[config.mk]
export PLATFORM = sky130hd
export DESIGN_NAME = axis_i2s_transmitter
export DESIGN_NICKNAME = d
export VERILOG_FILES = /design/src/rtl/axis_i2s_transmitter.sv
export SDC_FILE = /design/constraint.sdc
export NUM_CORES = 1
export LEC_CHECK = 0
export BUFFER_PORTS_ARGS = -buffer_cell sky130_fd_sc_hd__buf_2
export CAP_MARGIN = 30
export CORE_AREA = 4 4 105 107
export DETAILED_ROUTE_END_ITERATION = 10
export DIE_AREA = 0 0 109 111
export GPL_TIMING_DRIVEN = 1
export PLACE_DENSITY = 0.67
export SYNTH_ARGS = -nofsm -noshare
export SYNTH_HDL_FRONTEND = slang
export SYNTH_SLANG_ARGS = --single-unit
[constraint.sdc]
create_clock -name clk -period 4.2 [get_ports clk]
set_input_delay 0.84 -clock clk [delete_from_list [all_inputs] [get_ports clk]]
set_output_delay 0.84 -clock clk [all_outputs]
set_load 0.01 [all_outputs]
[src/rtl/axis_i2s_transmitter.sv]
// AXI-Stream to I2S transmitter: buffers one left/right pair and serialises it
// into 64-SCLK I2S frames. The pair is loaded into the shift registers at the frame boundary.
//
// state  | meaning
// FILL_L | waiting for a left beat (last=0)
// FILL_R | left held, waiting for the right beat (last=1)
// FULL   | complete pair held until the next frame load
module axis_i2s_transmitter #(
    parameter int DATA_WIDTH  = 32,
    parameter int AUDIO_WIDTH = 24,
    parameter int SCLK_DIV    = 4
) (
    input  logic                  clk,
    input  logic                  rst,
    input  logic [DATA_WIDTH-1:0] s_axis_data,
    input  logic                  s_axis_valid,
    output logic                  s_axis_ready,
    input  logic                  s_axis_last,
    output logic                  i2s_sclk,
    output logic                  i2s_lrck,
    output logic                  i2s_sdata,
    output logic                  underrun,
    output logic                  sync_err
);
    localparam int DIV_W = (SCLK_DIV > 1) ? $clog2(SCLK_DIV) : 1;
    localparam logic [DIV_W-1:0] DIV_LAST = DIV_W'(SCLK_DIV - 1);

    typedef enum logic [1:0] {
        FILL_L,
        FILL_R,
        FULL
    } buf_state_t;

    buf_state_t             state;
    logic [DIV_W-1:0]       div_cnt;
    logic [5:0]             bit_cnt;
    logic [AUDIO_WIDTH-1:0] smp_l;
    logic [AUDIO_WIDTH-1:0] smp_r;
    logic [AUDIO_WIDTH-1:0] shift_l;
    logic [AUDIO_WIDTH-1:0] shift_r;

    logic                   div_wrap;
    logic                   sclk_fall;
    logic                   frame_load;
    logic                   beat_ok;
    logic                   data_slot;
    logic [5:0]             bit_next;
    logic [4:0]             slot_next;
    logic [AUDIO_WIDTH-1:0] beat_smp;

    assign s_axis_ready = (state != FULL) && !rst;
    assign beat_ok      = s_axis_valid && s_axis_ready;
    assign beat_smp     = s_axis_data[AUDIO_WIDTH-1:0];
    assign div_wrap     = (div_cnt == DIV_LAST);
    assign sclk_fall    = div_wrap && i2s_sclk;
    assign bit_next     = bit_cnt + 6'd1;
    assign frame_load   = sclk_fall && (bit_cnt == 6'd63);
    assign slot_next    = bit_next[4:0];
    // Slot 0 of each channel is the one-SCLK I2S delay; slots past the sample are padding
    assign data_slot    = (slot_next != 5'd0) && (int'(slot_next) <= AUDIO_WIDTH);

    always_ff @(posedge clk or posedge rst) begin
        if (rst) begin
            state     <= FILL_L;
            div_cnt   <= '0;
            bit_cnt   <= 6'd63;
            i2s_sclk  <= 1'b0;
            i2s_lrck  <= 1'b1;
            i2s_sdata <= 1'b0;
            underrun  <= 1'b0;
            sync_err  <= 1'b0;
            smp_l     <= '0;
            smp_r     <= '0;
            shift_l   <= '0;
            shift_r   <= '0;
        end else begin
            underrun <= 1'b0;
            sync_err <= 1'b0;
            div_cnt  <= div_wrap ? '0 : div_cnt + DIV_W'(1);
            if (div_wrap) begin
                i2s_sclk <= !i2s_sclk;
            end

            if (sclk_fall) begin
                bit_cnt  <= bit_next;
                i2s_lrck <= bit_next[5];
                if (frame_load) begin
                    i2s_sdata <= 1'b0;
                    if (state == FULL) begin
                        shift_l <= smp_l;
                        shift_r <= smp_r;
                    end else begin
                        shift_l  <= '0;
                        shift_r  <= '0;
                        underrun <= 1'b1;
                    end
                end else if (data_slot) begin
                    if (bit_next[5]) begin
                        i2s_sdata <= shift_r[AUDIO_WIDTH-1];
                        shift_r   <= shift_r << 1;
                    end else begin
                        i2s_sdata <= shift_l[AUDIO_WIDTH-1];
                        shift_l   <= shift_l << 1;
                    end
                end else begin
                    i2s_sdata <= 1'b0;
                end
            end

            // A right beat landing on the load cycle is not yet FULL, so that frame underruns
            if (frame_load && (state == FULL)) begin
                state <= FILL_L;
            end else if (beat_ok) begin
                case (state)
                    FILL_L: begin
                        if (s_axis_last) begin
                            sync_err <= 1'b1;
                        end else begin
                            smp_l <= beat_smp;
                            state <= FILL_R;
                        end
                    end
                    FILL_R: begin
                        if (s_axis_last) begin
                            smp_r <= beat_smp;
                            state <= FULL;
                        end else begin
                            smp_l    <= beat_smp;
                            sync_err <= 1'b1;
                        end
                    end
                    default: ;
                endcase
            end
        end
    end

endmodule

==> results.json, run 1 <==
{
  "status": "finished clean",
  "first_global_vias": 2978,
  "fp.dieH_um": 111,
  "cp_cell_sequence": "ha_1 -> nand3_1 -> xor2_1 -> nor3_2 -> a2111oi_4 -> buf_4 -> mux2_2",
  "endpoint_kind": "register",
  "worst-r2r-cell-count": 7,
  "period_share_pct": 64.0,
  "cap_violations": 0,
  "postRouteAntennaNets": 0,
  "dieArea_um2": 12100,
  "first_pass_iters": 4,
  "numCtsBuffers": 9,
  "htreeDepth": 3,
  "post-route-min-period_ns": 2.69,
  "path_class": "reg -> reg",
  "total_power_mw": 1.75,
  "timing.hold.ws_ns": 0.442,
  "syn-mean-instance-area_um2": 14.9,
  "synth-seq-cells": 110,
  "cts_tree": "built",
  "clock-root-buffer": "clkbuf_8",
  "port-buffer-count": 33,
  "syn_nets": 370,
  "clkTransAtPathRegs_ns": 0.10,
  "worst_slack_ns": 1.51,
  "grt_usage_pct": 15.9,
  "async_reset_ff_share_pct": 100,
  "whs_endpoint": "div_cnt[0]$_DFF_PP0_",
  "crit_path_start_kind": "register",
  "hp-start": "div_cnt[0]$_DFF_PP0_",
  "worst-path-max-fanout": 24,
  "final_common_cell": "dfrtp_1",
  "routabilityCongestion": 0.786,
  "final_cell_mix": "104 x dfrtp_1, 56 x mux2_2, 46 x a22o_1",
  "cp_slowest_stage_delay_ns": 0.63,
  "pre_cts_ws_ns": 1.50,
  "synth_ff_type": "dfrtp_1",
  "antenna_found_initial": 0,
  "grt_start_max_net_pins": 63,
  "ctsResizeCount": 0,
  "grt_pass1_wl_um": 15200,
  "io-pin-count": 42,
  "drc_errors": 0,
  "setup_violations": 0,
  "n_antenna_cell": 0,
  "cts.sink_count": 110,
  "hold_path_depth": 1,
  "clk-insertion-delay-late_ns": 0.36,
  "initial_core_util_pct": 48.6,
  "final_nets": 403,
  "r2r_slack_ns": 1.51,
  "nFillCells": 866,
  "synth-edff-count": 0,
  "required_ns": 4.45,
  "fmax_mhz": 372,
  "reg2reg_from": "bit_cnt[0]$_DFFE_PP1P_",
  "fp.dieW_um": 109,
  "wire_per_inst_um": 17.2,
  "core_um2": 10100,
  "final_layout_size_suffix_gt1_share_pct": 46.3,
  "detailed_place_hpwl_um": 5510,
  "cp_slowest_cell": "dfstp_2",
  "critPathArrivalTime_ns": 2.94,
  "vias_per_cell": 5.46,
  "placed_cell_area_um2": 5240,
  "seq_area_frac_synth_pct": 56.0,
  "wirelength_um": 8710,
  "gr-total-overflow": 0,
  "rows": 37,
  "finalHoldViolCount": 0,
  "tns_ns": 0,
  "syn_inst": 331,
  "relSlewSlack_pct": 48.0,
  "slew_viol_final": 0,
  "ys_warn_count": 0,
  "worst_pin_slew_ns": 0.780,
  "worst_clock_skew_ns": 0.0103,
  "p_leak_nw": 2.64,
  "p_per_area_nw_per_um2": 322,
  "area_delta_synth_final_pct": 10.4,
  "ir_drop_v": 0.000172,
  "fin_area_um2": 5440,
  "hp-class": "reg -> reg",
  "vias": 2759,
  "rsz0062_at_grt": "false",
  "reg2reg_to": "shift_r[21]$_DFFE_PP0P_",
  "clockBufferDepth": 2,
  "dr.first_iter.drc_count": 125,
  "postCtsHoldBufs": 0,
  "synthesis.area_um2": 4930,
  "yosysUniqueCellTypes": 34,
  "cts_setup_buffers": 0
}
==> worst max-delay path: cells and delay by family, from the launching register on <==
kind	cells	cell delay, ns
fa+ha+maj	1	0.31
xor+xnor	1	0.25
flops	1	0.63
buf+inv	1	0.45
simple gates	2	0.25
mux	1	0.38
compound gates	1	0.32
==> where the power goes <==
part	internal, mW	switching (mW)
clock	0.285	0.371
combinational	0.0109	0.0285
sequential	1.06	0
total	1.35	0.399
==> worst max-delay path by stage <==
stage                     depth (start not counted)                   start                       to  slack [ns]
after floorplan                                   5                     rst    smp_l[10]$_DFFE_PP0P_        0.41
after global placement                            7  bit_cnt[0]$_DFFE_PP1P_  shift_r[22]$_DFFE_PP0P_        1.52
after detailed placement                          7  bit_cnt[0]$_DFFE_PP1P_  shift_r[22]$_DFFE_PP0P_        1.50
after CTS                                         7  bit_cnt[0]$_DFFE_PP1P_  shift_r[22]$_DFFE_PP0P_        1.49
after global routing                              7  bit_cnt[0]$_DFFE_PP1P_  shift_r[23]$_DFFE_PP0P_        1.30
final                                             7  bit_cnt[0]$_DFFE_PP1P_  shift_r[21]$_DFFE_PP0P_        1.51
==> cell usage after synthesis, drive strengths merged, types with 2 or more instances <==
master | instances | area share (%)
a2111oi | 2 | 1.1
a22o | 46 | 8.2
and2 | 2 | 0.25
and3 | 2 | 0.36
buf | 8 | 1.3
clkbuf | 13 | 1.0
dfrtp | 104 | 53
dfstp | 6 | 3.2
ha | 3 | 0.76
inv | 4 | 0.30
mux2 | 94 | 24
nand2 | 10 | 0.76
nand3 | 5 | 0.86
nand4 | 4 | 0.51
nor2 | 7 | 0.53
nor3 | 2 | 0.30
o21ai | 2 | 0.20
xnor2 | 8 | 1.4
xor2 | 4 | 0.86
==> stage by stage <==
| step | cells | utilization, % |
|---|---|---|
| floorplan | 331 | - |
| global placement | 489 | 51.7 |
| CTS | 505 | 53.7 |
| global route | 505 | 53.7 |
| detailed placement | 489 | 51.7 |
| finish | 505 | 53.7 |
==> cells by family after synthesis <==
family | after synthesis | synth area share, %
AO/OA/AOI/OAI | 53 | 9.95
XOR/XNOR | 12 | 2.28
adder cells (fa/ha/maj) | 3 | 0.761
buffers and inverters | 25 | 2.66
flip-flops | 110 | 56.0
multiplexers | 95 | 24.6
AND/OR/NAND/NOR | 33 | 3.81
==> sequential cells by signal, indices dropped and copies added (netlist names) <==
register   cells
sync_err       1
div_cnt        2
shift_l       24
i2s_sdata      1
i2s_sclk       1
state          2
smp_r         24
shift_r       24
i2s_lrck       1
smp_l         24
underrun       1
bit_cnt        5
==> metal layers <==
layer,track usage (%),wire (um),part of all wire (%)
met4,4.80,100,1.1
met5,0,0,0
met3,2.85,207,2.4
met1,22.1,4110,47
met2,25.3,4290,49
==> layout make-up <==
class	instances	area (um2)	share of cell area [%]
clock buffers	9	124	2.28
clock inverters	7	81.3	1.49
inverters	4	18.8	0.345
multi-input cells	196	2050	37.6
flip-flops and latches	110	2760	50.7
well taps	136	170	3.13
repair buffers	43	240	4.41
Power figures use the tool's default switching activity.
==> run 2, diff against run 1 <==
==> constraint.sdc (replaced) <==
create_clock -name clk -period 2.6 [get_ports clk]
set_input_delay 0.52 -clock clk [delete_from_list [all_inputs] [get_ports clk]]
set_output_delay 0.52 -clock clk [all_outputs]
set_load 0.01 [all_outputs]
==> results.json, run 2 (synthesis results as in run 1) <==
{
  "status": "finished clean",
  "n_antenna_cell": 0,
  "endpoint_kind": "register",
  "grt_pass1_wl_um": 14600,
  "fmax_mhz": 419,
  "final_common_cell": "dfrtp_1",
  "area_delta_synth_final_pct": 10.7,
  "final_nets": 407,
  "cts_setup_buffers": 0,
  "nFillCells": 850,
  "fp.dieW_um": 109,
  "worst_clock_skew_ns": 0.00453,
  "final_cell_mix": "104 x dfrtp_1, 56 x mux2_2, 46 x a22o_1",
  "critPathArrivalTime_ns": 2.63,
  "worst_pin_slew_ns": 0.771,
  "first_pass_iters": 5,
  "path_class": "reg -> reg",
  "clkTransAtPathRegs_ns": 0.09,
  "fp.dieH_um": 111,
  "numCtsBuffers": 9,
  "final_layout_size_suffix_gt1_share_pct": 47.0,
  "slew_viol_final": 0,
  "io-pin-count": 42,
  "core_um2": 10100,
  "dp.cells": 493,
  "required_ns": 2.84,
  "setup_violations": 0,
  "routabilityCongestion": 0.768,
  "ir_drop_v": 0.000263,
  "initial_core_util_pct": 48.6,
  "grt_start_max_net_pins": 64,
  "hp-class": "in -> async",
  "detailed_place_hpwl_um": 5440,
  "vias": 2751,
  "vias_per_cell": 5.42,
  "postRouteAntennaNets": 0,
  "rows": 37,
  "dr.first_iter.drc_count": 137,
  "finalHoldViolCount": 0,
  "worst-path-max-fanout": 24,
  "wire_per_inst_um": 16.6,
  "wirelength_um": 8430,
  "relSlewSlack_pct": 48.6,
  "clk-insertion-delay-late_ns": 0.35,
  "p_leak_nw": 2.64,
  "grt_usage_pct": 15.2,
  "clock-root-buffer": "clkbuf_8",
  "drc_errors": 0,
  "crit_path_start_kind": "register",
  "p_per_area_nw_per_um2": 488,
  "clockBufferDepth": 2,
  "cts.sink_count": 110,
  "htreeDepth": 3,
  "port-buffer-count": 33,
  "gr-total-overflow": 0,
  "antenna_found_initial": 0,
  "cap_violations": 0,
  "rsz0062_at_grt": "false",
  "total_power_mw": 2.67,
  "first_global_vias": 2891,
  "cts_tree": "built",
  "period_share_pct": 91.8,
  "dieArea_um2": 12100,
  "fin_cells": 508,
  "post-route-min-period_ns": 2.39
}
[run 2: changes by cell type in the layout (fill, tap and decap cells not counted), sizes merged]
cell,before,now
buf,43,47
bufinv,1,0
inv,5,3
clkbuf,9,11
[run 2: per-layer routing]
metal | up-vias | wire length, um | share of wire (%) | global-route usage [%]
li1 | 1278 | - | - | -
met1 | 1430 | 4050 | 48 | 21.5
met2 | 39 | 4020 | 48 | 23.5
met3 | 4 | 283 | 3.4 | 3.84
met4 | 0 | 69 | 0.82 | 3.37
met5 | - | 0 | 0 | 0
[run 2: stage by stage]
step	TNS (ns)	instance area [um2]	util [%]	setup WS (ns)	hold WS, ns
floorplan	-36.73	4950	-	-0.777	0.410
global placement	0	5280	52.1	0.139	0.419
detailed placement	0	5280	52.1	0.102	0.426
CTS	0	5450	53.7	0.0629	0.390
global route	0	5460	53.9	0.0563	0.382
finish	0	5460	53.9	0.212	0.378
[run 2: path summary, 6_finish.rpt]
| check | startpoint | end | slack, ns | cells after the start |
|---|---|---|---|---|
| min in group clk | s_axis_data[11] | smp_l[11]$_DFFE_PP0P_ | 0.41 | 2 |
| hold / removal | rst | shift_l[0]$_DFFE_PP0P_ | 0.38 | 3 |
| setup / recovery | bit_cnt[0]$_DFFE_PP1P_ | shift_r[21]$_DFFE_PP0P_ | 0.21 | 7 |
| max in group asynchronous | rst | shift_r[2]$_DFFE_PP0P_ | 1.02 | 4 |
| setup reg to reg | bit_cnt[0]$_DFFE_PP1P_ | shift_r[21]$_DFFE_PP0P_ | 0.21 | 7 |
| hold reg to reg | div_cnt[0]$_DFF_PP0_ | div_cnt[0]$_DFF_PP0_ | 0.44 | 1 |
[run 2: critical path: stages, from the launching register on]
cell       delay (ns)
dfstp_2          0.54
ha_2             0.24
nand3_1          0.13
xor2_2           0.18
and4_4           0.22
a2111oi_4        0.35
buf_12           0.26
mux2_2           0.36
[run 2: report_power, final]
part	leakage, nW	switching [mW]	internal, mW
registers	1.51	0	1.71
clock network	0.0889	0.526	0.368
logic	1.05	0.0461	0.0177
total	2.64	0.572	2.10
[run 2: repair_timing]
item                       in CTS  in global routing
resized for setup               0                  3
hold buffers                    0                  0
setup endpoints to repair       0                 46
[run 2: area by class of cell]
| cell class | instances | area [um2] | area share (%) |
|---|---|---|---|
| clock buffer | 11 | 141 | 2.59 |
| timing repair buffer | 47 | 287 | 5.25 |
| sequential | 110 | 2760 | 50.5 |
| clock inverter | 4 | 23.8 | 0.435 |
| tap | 136 | 170 | 3.12 |
| multi-input combinational | 196 | 2060 | 37.7 |
| inverter | 4 | 18.8 | 0.344 |
